$ cat src/rtl/cdb_arbiter_if.sv
// ---------------------------------------------------------------------------
// cdb_arbiter_if
// Bundles the common-data-bus arbitration signals between the functional
// units and the CDB arbiter.
//   CDB_rts         units -> arbiter : per-unit request-to-send (level)
//   CDB_xmit        arbiter -> units : one-hot grant, registered
//   CDB_grant_id    arbiter -> units : index of current grantee, 0 when idle
//   CDB_busy        arbiter -> units : high while any grant is active
//   CDB_abort       arbiter -> units : one-cycle pulse on early withdrawal
//   CDB_grant_count arbiter -> units : completed-grant counter, present only
//                                      when CDB_ARB_STATS_EN is defined
// Modports: master = arbiter side, slave = requester side.
// ---------------------------------------------------------------------------
interface cdb_arbiter_if #(
  parameter int NUM_UNITS = 4,
  parameter int ID_W      = 3
) ();

  logic [NUM_UNITS-1:0] CDB_rts;
  logic [NUM_UNITS-1:0] CDB_xmit;
  logic [ID_W-1:0]      CDB_grant_id;
  logic                 CDB_busy;
  logic                 CDB_abort;
`ifdef CDB_ARB_STATS_EN
  logic [15:0]          CDB_grant_count;

  modport master (
    input  CDB_rts,
    output CDB_xmit, CDB_grant_id, CDB_busy, CDB_abort, CDB_grant_count
  );

  modport slave (
    output CDB_rts,
    input  CDB_xmit, CDB_grant_id, CDB_busy, CDB_abort, CDB_grant_count
  );
`else
  modport master (
    input  CDB_rts,
    output CDB_xmit, CDB_grant_id, CDB_busy, CDB_abort
  );

  modport slave (
    output CDB_rts,
    input  CDB_xmit, CDB_grant_id, CDB_busy, CDB_abort
  );
`endif

endinterface

$ cat src/rtl/cdb_arbiter.sv
// ---------------------------------------------------------------------------
// cdb_arbiter
// Round-robin arbiter for the common data bus. A unit raises its rts; the
// arbiter grants one unit at a time, holds the grant XMIT_CYCLES cycles,
// then inserts one dead (RECOVER) cycle so the tri-state CDB nets float and
// the grantee can drop rts on the falling xmit.
//
// Ports:
//   clock  : system clock, posedge active
//   reset  : asynchronous, active-high reset
//   bus    : cdb_arbiter_if.master (CDB_rts in; CDB_xmit, CDB_grant_id,
//            CDB_busy, CDB_abort [, CDB_grant_count] out)
//
// Optional feature: define CDB_ARB_STATS_EN to add the 16-bit saturating
// CDB_grant_count output counting completed (non-aborted) grants.
// ---------------------------------------------------------------------------
module cdb_arbiter #(
  parameter int NUM_UNITS   = 4,
  parameter int XMIT_CYCLES = 1,
  parameter int ID_W        = 3
) (
  input  logic          clock,
  input  logic          reset,
  cdb_arbiter_if.master bus
);

  localparam int CNT_W = 4;

  typedef enum logic [1:0] {
    IDLE    = 2'd0,
    XMIT    = 2'd1,
    RECOVER = 2'd2
  } state_t;

  state_t               state_q, state_d;
  logic [NUM_UNITS-1:0] xmit_q, xmit_d;
  logic [ID_W-1:0]      grant_id_q, grant_id_d;
  logic [CNT_W-1:0]     hold_cnt_q, hold_cnt_d;
  logic                 abort_q, abort_d;
  logic [ID_W-1:0]      rr_ptr_q, rr_ptr_d;
  logic [ID_W-1:0]      last_id_q, last_id_d;
  logic                 mask_vld_q, mask_vld_d;
`ifdef CDB_ARB_STATS_EN
  logic [15:0]          grant_count_q, grant_count_d;
`endif

  logic [NUM_UNITS-1:0] last_oh_s;
  logic [NUM_UNITS-1:0] req_masked_s;
  logic [ID_W:0]        pick_s;
  logic                 pick_found_s;
  logic [ID_W-1:0]      pick_idx_s;
  logic                 grantee_rts_s;
  logic                 last_rts_s;
  logic [ID_W-1:0]      ptr_after_s;

  // One-hot vector for a unit index; indices beyond NUM_UNITS-1 give zero.
  function automatic logic [NUM_UNITS-1:0] to_onehot(input logic [ID_W-1:0] idx);
    logic [NUM_UNITS-1:0] one_v;
    one_v    = '0;
    one_v[0] = 1'b1;
    return one_v << idx;
  endfunction

  // Returns {found, index} of the first set request at or above ptr,
  // wrapping to index 0; only indices below NUM_UNITS are ever examined.
  function automatic logic [ID_W:0] rr_pick(input logic [NUM_UNITS-1:0] req,
                                            input logic [ID_W-1:0]      ptr);
    logic            found;
    logic [ID_W-1:0] idx;
    found = 1'b0;
    idx   = '0;
    for (int j = 0; j < NUM_UNITS; j++) begin
      if (!found && req[j] && (ID_W'(j) >= ptr)) begin
        found = 1'b1;
        idx   = ID_W'(j);
      end
    end
    for (int j = 0; j < NUM_UNITS; j++) begin
      if (!found && req[j]) begin
        found = 1'b1;
        idx   = ID_W'(j);
      end
    end
    return {found, idx};
  endfunction

  // Request masking and round-robin selection.
  always_comb begin
    last_oh_s     = to_onehot(last_id_q);
    last_rts_s    = |(bus.CDB_rts & last_oh_s);
    // xmit_q is the grantee's one-hot, so this tests the grantee's rts.
    grantee_rts_s = |(bus.CDB_rts & xmit_q);
    if (mask_vld_q) begin
      req_masked_s = bus.CDB_rts & ~last_oh_s;
    end else begin
      req_masked_s = bus.CDB_rts;
    end
    pick_s       = rr_pick(req_masked_s, rr_ptr_q);
    pick_found_s = pick_s[ID_W];
    pick_idx_s   = pick_s[ID_W-1:0];
    if (grant_id_q == ID_W'(NUM_UNITS - 1)) begin
      ptr_after_s = '0;
    end else begin
      ptr_after_s = grant_id_q + ID_W'(1);
    end
  end

  // Next-state and output logic of the grant FSM.
  always_comb begin
    state_d    = state_q;
    xmit_d     = xmit_q;
    grant_id_d = grant_id_q;
    hold_cnt_d = hold_cnt_q;
    abort_d    = 1'b0;
    rr_ptr_d   = rr_ptr_q;
    last_id_d  = last_id_q;
`ifdef CDB_ARB_STATS_EN
    grant_count_d = grant_count_q;
`endif
    // The stale-request mask drops as soon as the last grantee's rts is low.
    if (mask_vld_q && !last_rts_s) begin
      mask_vld_d = 1'b0;
    end else begin
      mask_vld_d = mask_vld_q;
    end

    case (state_q)
      IDLE: begin
        if (pick_found_s) begin
          xmit_d     = to_onehot(pick_idx_s);
          grant_id_d = pick_idx_s;
          hold_cnt_d = CNT_W'(XMIT_CYCLES - 1);
          mask_vld_d = 1'b0;
          state_d    = XMIT;
        end else begin
          state_d = IDLE;
        end
      end
      XMIT: begin
        if (!grantee_rts_s || (hold_cnt_q == '0)) begin
          // Both early withdrawal and normal completion end the grant.
          xmit_d     = '0;
          grant_id_d = '0;
          rr_ptr_d   = ptr_after_s;
          last_id_d  = grant_id_q;
          mask_vld_d = 1'b1;
          state_d    = RECOVER;
          if (!grantee_rts_s) begin
            abort_d = 1'b1;
          end else begin
            abort_d = 1'b0;
`ifdef CDB_ARB_STATS_EN
            if (grant_count_q != 16'hFFFF) begin
              grant_count_d = grant_count_q + 16'd1;
            end else begin
              grant_count_d = grant_count_q;
            end
`endif
          end
        end else begin
          hold_cnt_d = hold_cnt_q - CNT_W'(1);
        end
      end
      RECOVER: begin
        state_d = IDLE;
      end
      default: begin
        state_d    = IDLE;
        xmit_d     = '0;
        grant_id_d = '0;
      end
    endcase
  end

  // State and output registers; reset clears the grant without a clock.
  always_ff @(posedge clock or posedge reset) begin
    if (reset) begin
      state_q    <= IDLE;
      xmit_q     <= '0;
      grant_id_q <= '0;
      hold_cnt_q <= '0;
      abort_q    <= 1'b0;
      rr_ptr_q   <= '0;
      last_id_q  <= '0;
      mask_vld_q <= 1'b0;
`ifdef CDB_ARB_STATS_EN
      grant_count_q <= 16'd0;
`endif
    end else begin
      state_q    <= state_d;
      xmit_q     <= xmit_d;
      grant_id_q <= grant_id_d;
      hold_cnt_q <= hold_cnt_d;
      abort_q    <= abort_d;
      rr_ptr_q   <= rr_ptr_d;
      last_id_q  <= last_id_d;
      mask_vld_q <= mask_vld_d;
`ifdef CDB_ARB_STATS_EN
      grant_count_q <= grant_count_d;
`endif
    end
  end

  assign bus.CDB_xmit     = xmit_q;
  assign bus.CDB_grant_id = grant_id_q;
  assign bus.CDB_busy     = |xmit_q;
  assign bus.CDB_abort    = abort_q;
`ifdef CDB_ARB_STATS_EN
  assign bus.CDB_grant_count = grant_count_q;
`endif

endmodule

$ cat src/flat_wrapper.sv
// flat-port wrapper written by rule: the top's interface ports become plain ports
module cdb_arbiter_flat 
#(
  parameter int NUM_UNITS   = 4,
  parameter int XMIT_CYCLES = 1,
  parameter int ID_W        = 3
)
  (clock, reset, bus_CDB_rts, bus_CDB_xmit, bus_CDB_grant_id, bus_CDB_busy, bus_CDB_abort);
  cdb_arbiter_if #(.NUM_UNITS(NUM_UNITS), .ID_W(ID_W)) bus_i ();
  input  logic clock;
  input  logic reset;
  input wire logic [$bits(bus_i.CDB_rts)-1:0] bus_CDB_rts;
  output wire logic [$bits(bus_i.CDB_xmit)-1:0] bus_CDB_xmit;
  output wire logic [$bits(bus_i.CDB_grant_id)-1:0] bus_CDB_grant_id;
  output wire logic [$bits(bus_i.CDB_busy)-1:0] bus_CDB_busy;
  output wire logic [$bits(bus_i.CDB_abort)-1:0] bus_CDB_abort;
  assign bus_i.CDB_rts = bus_CDB_rts;
  assign bus_CDB_xmit = bus_i.CDB_xmit;
  assign bus_CDB_grant_id = bus_i.CDB_grant_id;
  assign bus_CDB_busy = bus_i.CDB_busy;
  assign bus_CDB_abort = bus_i.CDB_abort;
  cdb_arbiter #(.NUM_UNITS(NUM_UNITS), .XMIT_CYCLES(XMIT_CYCLES), .ID_W(ID_W)) u_core (.clock(clock), .reset(reset), .bus(bus_i));
endmodule
$ cat config.mk
export PLATFORM = sky130hd
export DESIGN_NAME = cdb_arbiter_flat
export DESIGN_NICKNAME = d
export VERILOG_FILES = /design/src/rtl/cdb_arbiter_if.sv /design/src/rtl/cdb_arbiter.sv /design/src/flat_wrapper.sv
export SDC_FILE = /design/constraint.sdc
export NUM_CORES = 1
export LEC_CHECK = 0
export CELL_PAD_IN_SITES_DETAIL_PLACEMENT = 0
export CELL_PAD_IN_SITES_GLOBAL_PLACEMENT = 2
export CORE_UTILIZATION = 34
export DETAILED_ROUTE_END_ITERATION = 10
export PLACE_DENSITY = 0.86
export SYNTH_ARGS = -nofsm -noshare
export SYNTH_HDL_FRONTEND = slang
export SYNTH_SLANG_ARGS = --single-unit
export TNS_END_PERCENT = 20
$ cat constraint.sdc
create_clock -name clock -period 2.1 [get_ports clock]
set_input_delay 0.42 -clock clock [delete_from_list [all_inputs] [get_ports clock]]
set_output_delay 0.42 -clock clock [all_outputs]
set_load 0.05 [all_outputs]
==> results.cfg, run 1 <==
[min_path]
holdCritPathClass = primary input to async pin

[floorplan]
die_area_mm2 = 0.00319
fp.dieW_um = 56.5
row_count = 19
io_pins = 15
core-area_mm2 = 0.00278
die_y_um = 56.5
start_util_pct = 36.3

[synthesis]
synth_top_area_share_pct = 44.7
synthCells = 93
synth-seq-cells = 18
syn_area_mm2 = 0.00101
synth_fa_ha_area_share_pct = 3.72
async_reset_ff_share_pct = 100
syn_avg_cell_area_um2 = 10.8
yosys_most_used_dff = dfrtp_1
synth_top_family_by_area = compound AO/OA/AOI/OAI gates
synth_edf_count = 0
syn_nets = 102
synthSimpleGateAreaFrac_pct = 18.0
synthDistinctLibCells = 39
muxShareOfSynthArea_pct = 7.44
yosys_warnings = 0
synth-seq-area-share_pct = 44.7
synth_compound_area_share_pct = 19.9
synth-xor-area-share_pct = 1.74
synth_area_leaders = dfrtp_1, ha_1, a22o_1
synth_top_area_cell = dfrtp_1

[routing]
first_iter_violations = 27
drt-total-wl_um = 2160
dr.max_layer_used = met4
drc = 0
wl_met3_um = 73
drt_pass1_iterations = 4
ant_nets = 0
wl_per_cell_um = 14.8
met1_length_um = 1070
wl_met2_um = 965
vias_per_cell = 5.45
vias = 796

[pwr]
p_switching_uw = 898
pwr-share-comb_pct = 56.0
leakagePower_nw = 0.578
swShare_pct = 45.6
finalPower_mw = 1.97
vdd_drop_max_mv = 0.905
powerDensity_mw_per_mm2 = 1570
seq_power_share_pct = 32.9
power.share.clock_pct = 11.1
power.internal_mw = 1.07

[finish]
fillCellCount = 269
drive_gt1_share_pct = 19.1
areaGrowthSynthToFinish_pct = 24.1
multi_input_area_um2 = 515
antennaDiodeCount = 0
seq_area_um2 = 450
finalNetCount = 125

[sta]
finalHoldViolations = 0
period_needed_ns = 2.00
finClkSkew_ns = 0.00755
setup_viol = 0
hold_slack_ns = 0.415
period_share_pct = 95.1
setup_ws_ns = 0.102
fmax_mhz = 500
drv_slew = 0
rsz0062_at_grt = false

[setup_path]
crit_type = flip-flop to output pin
cp_top_family = buffers and inverters
critPathArrivalTime_ns = 1.58
slowest_delay_ns = 0.83
slowest_stage = clkdlybuf4s50_1
crit_path_cell_trace = clkdlybuf4s50_1
cp_max_fo = 5
crit_required_ns = 1.68
startpoint = u_core.bus.CDB_grant_id[0]
end_kind = output pin
critical_path.reg2reg.startpoint = u_core.hold_cnt_q[1]
start_kind = flip-flop
worst-path-buf-inv = 1

[job]
cap_violations = 0

[placement]
io_buffers = 13
gp_congestion = 0.742
dp_hpwl_um = 1620
dp_slack_ns = -0.0586

[global_routing]
grt_max_degree = 19
grt_pass1_vias = 834
grt_pass1_wl_um = 3880
overflow = 0
track_usage_pct = 15.9
antenna_found_initial = 0

[clocking]
cts_buffers = 3
h-tree-depth = 1
post-cts-setup-buffer-count = 0
clkLatencyLatePin_ns = 0.30
clkSlewWorstSetupHoldPaths_ns = 0.11
cts.repair.resized = 0
tritoncts = done
cts_hold_buf = 0
cts-root-buf = clkbuf_4
clock_sinks = 18
clock_path_buffers = 2

[run_status]
status = complete, no violations
-- power by group through the flow --
| stage | registers [mW] | logic [mW] | clock network (mW) |
|---|---|---|---|
| 2_1_floorplan | 0.774 | 0.638 | 0 |
| 3_3_place_gp | 0.644 | 1.09 | 0 |
| 3_5_place_dp | 0.651 | 1.10 | 0 |
| 4_1_cts | 0.644 | 1.11 | 0.224 |
| 5_1_grt | 0.675 | 1.21 | 0.239 |
| 6_report | 0.646 | 1.10 | 0.219 |
-- cell usage in the layout, fill, tap and decap left out, drive strengths merged, types with 2 or more instances in the layout --
| cell | synthesis | routed |
|---|---|---|
| mux2 | 4 | 4 |
| clkbuf | 0 | 4 |
| a22o | 4 | 4 |
| clkdlybuf4s50 | 0 | 12 |
| xor2 | 2 | 2 |
| o2bb2ai | 2 | 2 |
| inv | 8 | 8 |
| a311o | 2 | 2 |
| nand2 | 8 | 8 |
| nand2b | 2 | 2 |
| nand3 | 2 | 2 |
| dfrtp | 18 | 18 |
| nor3 | 2 | 2 |
| o21ai | 4 | 4 |
| buf | 2 | 8 |
| nor2 | 9 | 9 |
| ha | 3 | 3 |
| or3b | 2 | 2 |
-- Yosys cell counts, drive strengths merged (2+ instances only) --
cell type,count
a22o,4
nand2b,2
inv,8
nand2,8
nand3,2
xor2,2
a311o,2
buf,2
o21ai,4
nor2,9
o2bb2ai,2
nor3,2
mux2,4
ha,3
dfrtp,18
or3b,2
-- routing by layer --
| layer | track usage (%) | vias up |
|---|---|---|
| met5 | 0 | - |
| met4 | 9.41 | 0 |
| met3 | 1.38 | 5 |
| met2 | 24.9 | 29 |
| met1 | 21.4 | 379 |
| li1 | - | 383 |
-- worst paths after layout --
kind / end / slack [ns] / cells after the start
max: bus_CDB_grant_id[0] / 0.10 / 1
min: u_core.rr_ptr_q[0] / 0.42 / 3
max reg2reg: u_core.last_id_q[0] / 0.26 / 6
min reg2reg: u_core.hold_cnt_q[0] / 0.56 / 1
max in group asynchronous: u_core.hold_cnt_q[0] / 1.48 / 3
min in group clock: u_core.hold_cnt_q[0] / 0.56 / 1
-- cells by family (layout without fill, tap and decap cells) --
logic type	after synthesis	count (layout)
AOI/OAI and AO/OA	22	22
DFF	18	18
and+or+nand+nor	32	32
other	1	1
xor gates and xnor gates	2	2
buffers and inverters	10	32
adders and majority gates	3	3
muxes	5	5
-- sequential cells by signal, indices dropped and copies added, names as in the netlist --
register and cells:
u_core.last_id_q 2, u_core.bus.CDB_abort 1, u_core.rr_ptr_q 2, u_core.hold_cnt_q 4
u_core.mask_vld_q 1, u_core.bus.CDB_grant_id 2, u_core.bus.CDB_xmit 4, u_core.state_q 2
-- per-stage QoR --
step / area, um2 / setup TNS, ns / util (%) / cells
floorplan: 1010 / 0 / - / 93
global placement: 1210 / -0.0141 / 43.7 / 142
detailed placement: 1210 / -0.177 / 43.7 / 142
CTS: 1250 / 0 / 45.0 / 146
global route: 1250 / 0 / 45.0 / 146
finish: 1250 / 0 / 45.0 / 146
-- area by class of cell --
type / count / share of cell area, %
well taps: 31 / 3.10
flip-flops and latches: 18 / 36.0
multi-input cells: 65 / 41.2
clock buffers: 4 / 2.90
inverters: 8 / 2.40
repair buffers: 20 / 14.4
Note: power is estimated with default switching activity, not from simulation.
==> run 2: changes to the inputs <==
CORE_UTILIZATION = 30   (was 34)
HOLD_SLACK_MARGIN = 0.1   (was not set)
PLACE_DENSITY = 0.81   (was 0.86)
clock period = 1.77 ns   (was 2.1 ns; I/O delays follow)
==> run 2 against run 1 <==
Effect of this change:
- cell count increased by 23%
- clock skew increased by 0.0036 ns
- the flow now finishes with violations (setup timing)
- sequential power increased by 20%
- total power increased by 43%
- clock power increased by 13%
- clock-buffer cell count unchanged
- highest routed layer unchanged
- combinational power increased by 63%
- global-route usage increased by 0.21 points
==> results.cfg, run 2 (synthesis gave the netlist of run 1 again) <==
[min_path]
holdCritPathClass = primary input to async pin

[floorplan]
fp.dieW_um = 60.0
die_y_um = 60.0
start_util_pct = 32.2
die_area_mm2 = 0.00360
row_count = 20
core-area_mm2 = 0.00313
io_pins = 15

[finish]
multi_input_area_um2 = 567
finalNonFillerCells = 179
seq_area_um2 = 454
drive_gt1_share_pct = 45.9
areaGrowthSynthToFinish_pct = 45.7
final_cell_mix = buf_4, dfrtp_1, inv_1, nand2_1, nor2_1
antennaDiodeCount = 0
final_common_cell = buf_4
fillCellCount = 290
finalNetCount = 145

[sta]
fmax_mhz = 561
finClkSkew_ns = 0.0112
period_share_pct = 101
finalSetupTns_ns = -0.0111
rsz0062_at_grt = true
setup_ws_ns = -0.0111
finalHoldViolations = 0
drv_slew = 0
hold_slack_ns = 0.364
period_needed_ns = 1.78
setup_viol = 1

[setup_path]
critical_path.reg2reg.startpoint = u_core.hold_cnt_q[1]
crit_path_cell_trace = clkdlybuf4s50_1 > buf_4 > a22oi_2 > a311oi_4 > nor2_4 > mux2_4
end_kind = flip-flop
crit_type = primary input to flip-flop
timing.rr.end = u_core.bus.CDB_xmit[3]
startpoint = bus_CDB_rts[2]
r2r_cells = 8
worst-path-buf-inv = 2
slowest_delay_ns = 0.49
crit_cells = 6
reg2reg_setup_slack_ns = 0.01
start_kind = primary input
critPathCapture = u_core.hold_cnt_q[1]
crit_required_ns = 1.94
cp_top_family = buffers and inverters
slowest_stage = clkdlybuf4s50_1
cp_max_fo = 4
critPathArrivalTime_ns = 1.95

[routing]
wl_per_cell_um = 14.4
drc = 0
ant_nets = 0
vias_per_cell = 4.92
drt_pass1_iterations = 4
drt-total-wl_um = 2580
first_iter_violations = 31
vias = 880

[pwr]
finalPower_mw = 2.81
vdd_drop_max_mv = 1.03
powerDensity_mw_per_mm2 = 1910
leakagePower_nw = 0.711

[clocking]
tritoncts = done
clock_sinks = 18
clock_path_buffers = 2
cts-root-buf = clkbuf_4
h-tree-depth = 1
clkSlewWorstSetupHoldPaths_ns = 0.11
cts_buffers = 3
clkLatencyLatePin_ns = 0.29

[global_routing]
grt_pass1_wl_um = 4200
antenna_found_initial = 0
grt_pass1_vias = 848
overflow = 0
track_usage_pct = 16.1
grt_max_degree = 19

[placement]
io_buffers = 13
gp_congestion = 0.831
dp_hpwl_um = 1860
dp_cells = 168

[job]
cap_violations = 0

[run_status]
violations = setup timing
status = finished with violations
-- run 2: timing repair --
item | in CTS | in global routing
gates resized for setup | 9 | 13
pin swaps | 3 | 11
buffers inserted | 7 | 2
hold buffers | 0 | 0
setup endpoints to repair | 9 | 15
-- run 2: power by group --
group | switching [mW] | internal, mW
logic | 0.890 | 0.895
registers | 0.194 | 0.583
clock network | 0.122 | 0.125
total | 1.21 | 1.60
-- run 2: area by class of cell --
cell class / count / area share [%]
Clock buffer: 4 / 2.47
Multi-Input combinational cell: 65 / 38.6
Timing Repair Buffer: 40 / 22.2
Inverter: 8 / 2.04
Tap cell: 44 / 3.75
Sequential cell: 18 / 30.9
-- run 2: tightest hold or removal path: stages --
cell             delay (ns)
clkdlybuf4s50_1        0.39
inv_1                  0.05
buf_4                  0.24
-- run 2: worst min path at each step --
stage / start / end / slack, ns / depth (start not counted)
2_1_floorplan: reset / u_core.bus.CDB_abort / 0.29 / 1
3_3_place_gp: u_core.hold_cnt_q[3] / u_core.hold_cnt_q[3] / 0.52 / 2
3_5_place_dp: u_core.hold_cnt_q[3] / u_core.hold_cnt_q[3] / 0.53 / 2
4_1_cts: reset / u_core.bus.CDB_xmit[0] / 0.36 / 3
5_1_grt: reset / u_core.bus.CDB_xmit[1] / 0.37 / 3
6_report: reset / u_core.rr_ptr_q[1] / 0.36 / 3
-- run 2: metrics by stage --
stage	utilization (%)	setup slack (ns)	area (um2)
2_1_floorplan	-	0.00148	1010
3_3_place_gp	42.0	-0.322	1310
3_5_place_dp	42.0	-0.317	1310
4_1_cts	45.6	-0.0101	1430
5_1_grt	47.0	-0.0522	1470
6_report	47.0	-0.0111	1470
-- run 2: routing by layer --
metal	global-route usage, %	wire, um	share of wire (%)
met5	0	0	0
met4	6.98	27	1.0
met3	2.16	109	4.2
met2	23.2	1180	46
met1	23.9	1260	49
==> run 3: changes to the inputs <==
SETUP_SLACK_MARGIN = 0.05   (was not set)
==> run 3 against run 2 <==
Effect of this change:
- the flow still finishes with violations (setup timing)
- clock power grew 3%
- non-clock buffer count shrank 4
- global-route usage decreased by 0.72 points
- via count is 2.3% lower
- largest cell class unchanged
==> results.cfg, run 3 (synthesis gave the netlist of run 1 again) <==
[floorplan]
fp.dieW_um = 60.0
die_y_um = 60.0
start_util_pct = 32.2
die_area_mm2 = 0.00360
core-area_mm2 = 0.00313
row_count = 20
io_pins = 15

[global_routing]
grt_pass1_wl_um = 4040
antenna_found_initial = 0
grt_pass1_vias = 839
overflow = 0
grt_max_degree = 19
track_usage_pct = 15.4

[run_status]
status = finished with violations
violations = setup timing

[sta]
finClkSkew_ns = 0.00257
finalHoldViolations = 0
period_needed_ns = 1.82
rsz0062_at_grt = true
period_share_pct = 103
drv_slew = 0
setup_ws_ns = -0.0536
fmax_mhz = 548
setup_viol = 6

[finish]
final_area_mm2 = 0.00144
drive_gt1_share_pct = 43.5
final_common_cell = buf_4
antennaDiodeCount = 0
finalNetCount = 141
areaGrowthSynthToFinish_pct = 42.6
finalNonFillerCells = 175
final_cell_mix = buf_4, dfrtp_1, nand2_1

[min_path]
holdCritPathClass = primary input to async pin

[pwr]
vdd_drop_max_mv = 0.973
powerDensity_mw_per_mm2 = 1910
leakagePower_nw = 0.681
finalPower_mw = 2.75

[routing]
vias_per_cell = 4.91
first_iter_violations = 28
drt-total-wl_um = 2350
vias = 860
wl_per_cell_um = 13.4
ant_nets = 0
drt_pass1_iterations = 4
drc = 0

[placement]
place_area_mm2 = 0.00128
dp_cells = 162
io_buffers = 13
dp_hpwl_um = 1710
gp_congestion = 0.812
dp_slack_ns = -0.294

[clocking]
clock_path_buffers = 2
clkLatencyLatePin_ns = 0.29
h-tree-depth = 1
clock_sinks = 18
clkSlewWorstSetupHoldPaths_ns = 0.11
cts_hold_buf = 0
tritoncts = done
cts_buffers = 3
cts-root-buf = clkbuf_4

[setup_path]
cp_max_fo = 6
crit_required_ns = 1.95
start_kind = flip-flop
critPathArrivalTime_ns = 2.01
end_kind = flip-flop
crit_type = flip-flop to flip-flop

[job]
cap_violations = 0
[run 3: worst paths after layout]
| path | start | to | slack (ns) | cells after the start |
|---|---|---|---|---|
| worst min register to register | u_core.bus.CDB_grant_id[1] | u_core.bus.CDB_grant_id[1] | 0.56 | 1 |
| worst max register to register | u_core.last_id_q[1] | u_core.hold_cnt_q[1] | -0.05 | 5 |
| min in group clock | u_core.bus.CDB_grant_id[1] | u_core.bus.CDB_grant_id[1] | 0.56 | 1 |
| worst max-delay path | u_core.last_id_q[1] | u_core.hold_cnt_q[1] | -0.05 | 5 |
| max in group asynchronous | reset | u_core.bus.CDB_xmit[0] | 1.19 | 3 |
| worst min-delay path | reset | u_core.hold_cnt_q[1] | 0.37 | 3 |
[run 3: final cells by class]
class | instances | area (um2)
well taps | 44 | 55.1
flip-flops and latches | 18 | 457
clock buffers | 4 | 36.3
fillers | 290 | 1690
multi-input cells | 65 | 569
inverters | 8 | 30.0
repair buffers | 36 | 290
[run 3: timing repair]
item / 4_1_cts / 5_1_grt
pin swaps: 3 / 3
resized for setup: 14 / 2
cloned: 0 / 0
setup buffers: 6 / 4
endpoints found under the setup margin: 11 / 15
[run 3: per-stage QoR]
| step | utilization [%] | hold slack (ns) | TNS (ns) |
|---|---|---|---|
| 2_1_floorplan | - | 0.292 | 0 |
| 3_3_place_gp | 40.8 | 0.528 | -3.17 |
| 3_5_place_dp | 40.8 | 0.528 | -3.21 |
| 4_1_cts | 44.9 | 0.386 | -0.00486 |
| 5_1_grt | 46.0 | 0.379 | -0.799 |
| 6_report | 46.0 | 0.371 | -0.143 |
[run 3: critical path: stages (launching register included)]
cell,delay [ns]
dfrtp_2,0.46
and3b_1,0.23
nand2b_4,0.17
a311oi_4,0.48
nor2_4,0.07
mux2_4,0.30
[run 3: power by group]
group | internal, mW | switching, mW | leakage (nW)
sequential | 0.585 | 0.180 | 0.228
clock | 0.125 | 0.130 | 0.0210
combinational | 0.853 | 0.874 | 0.432
[run 3: per-layer routing]
layer	vias to the layer above	track usage (%)	share of wire (%)
met5	-	0	0
met2	28	21.6	44
li1	417	-	-
met3	6	3.25	4.3
met4	0	8.64	2.7
met1	409	21.8	49
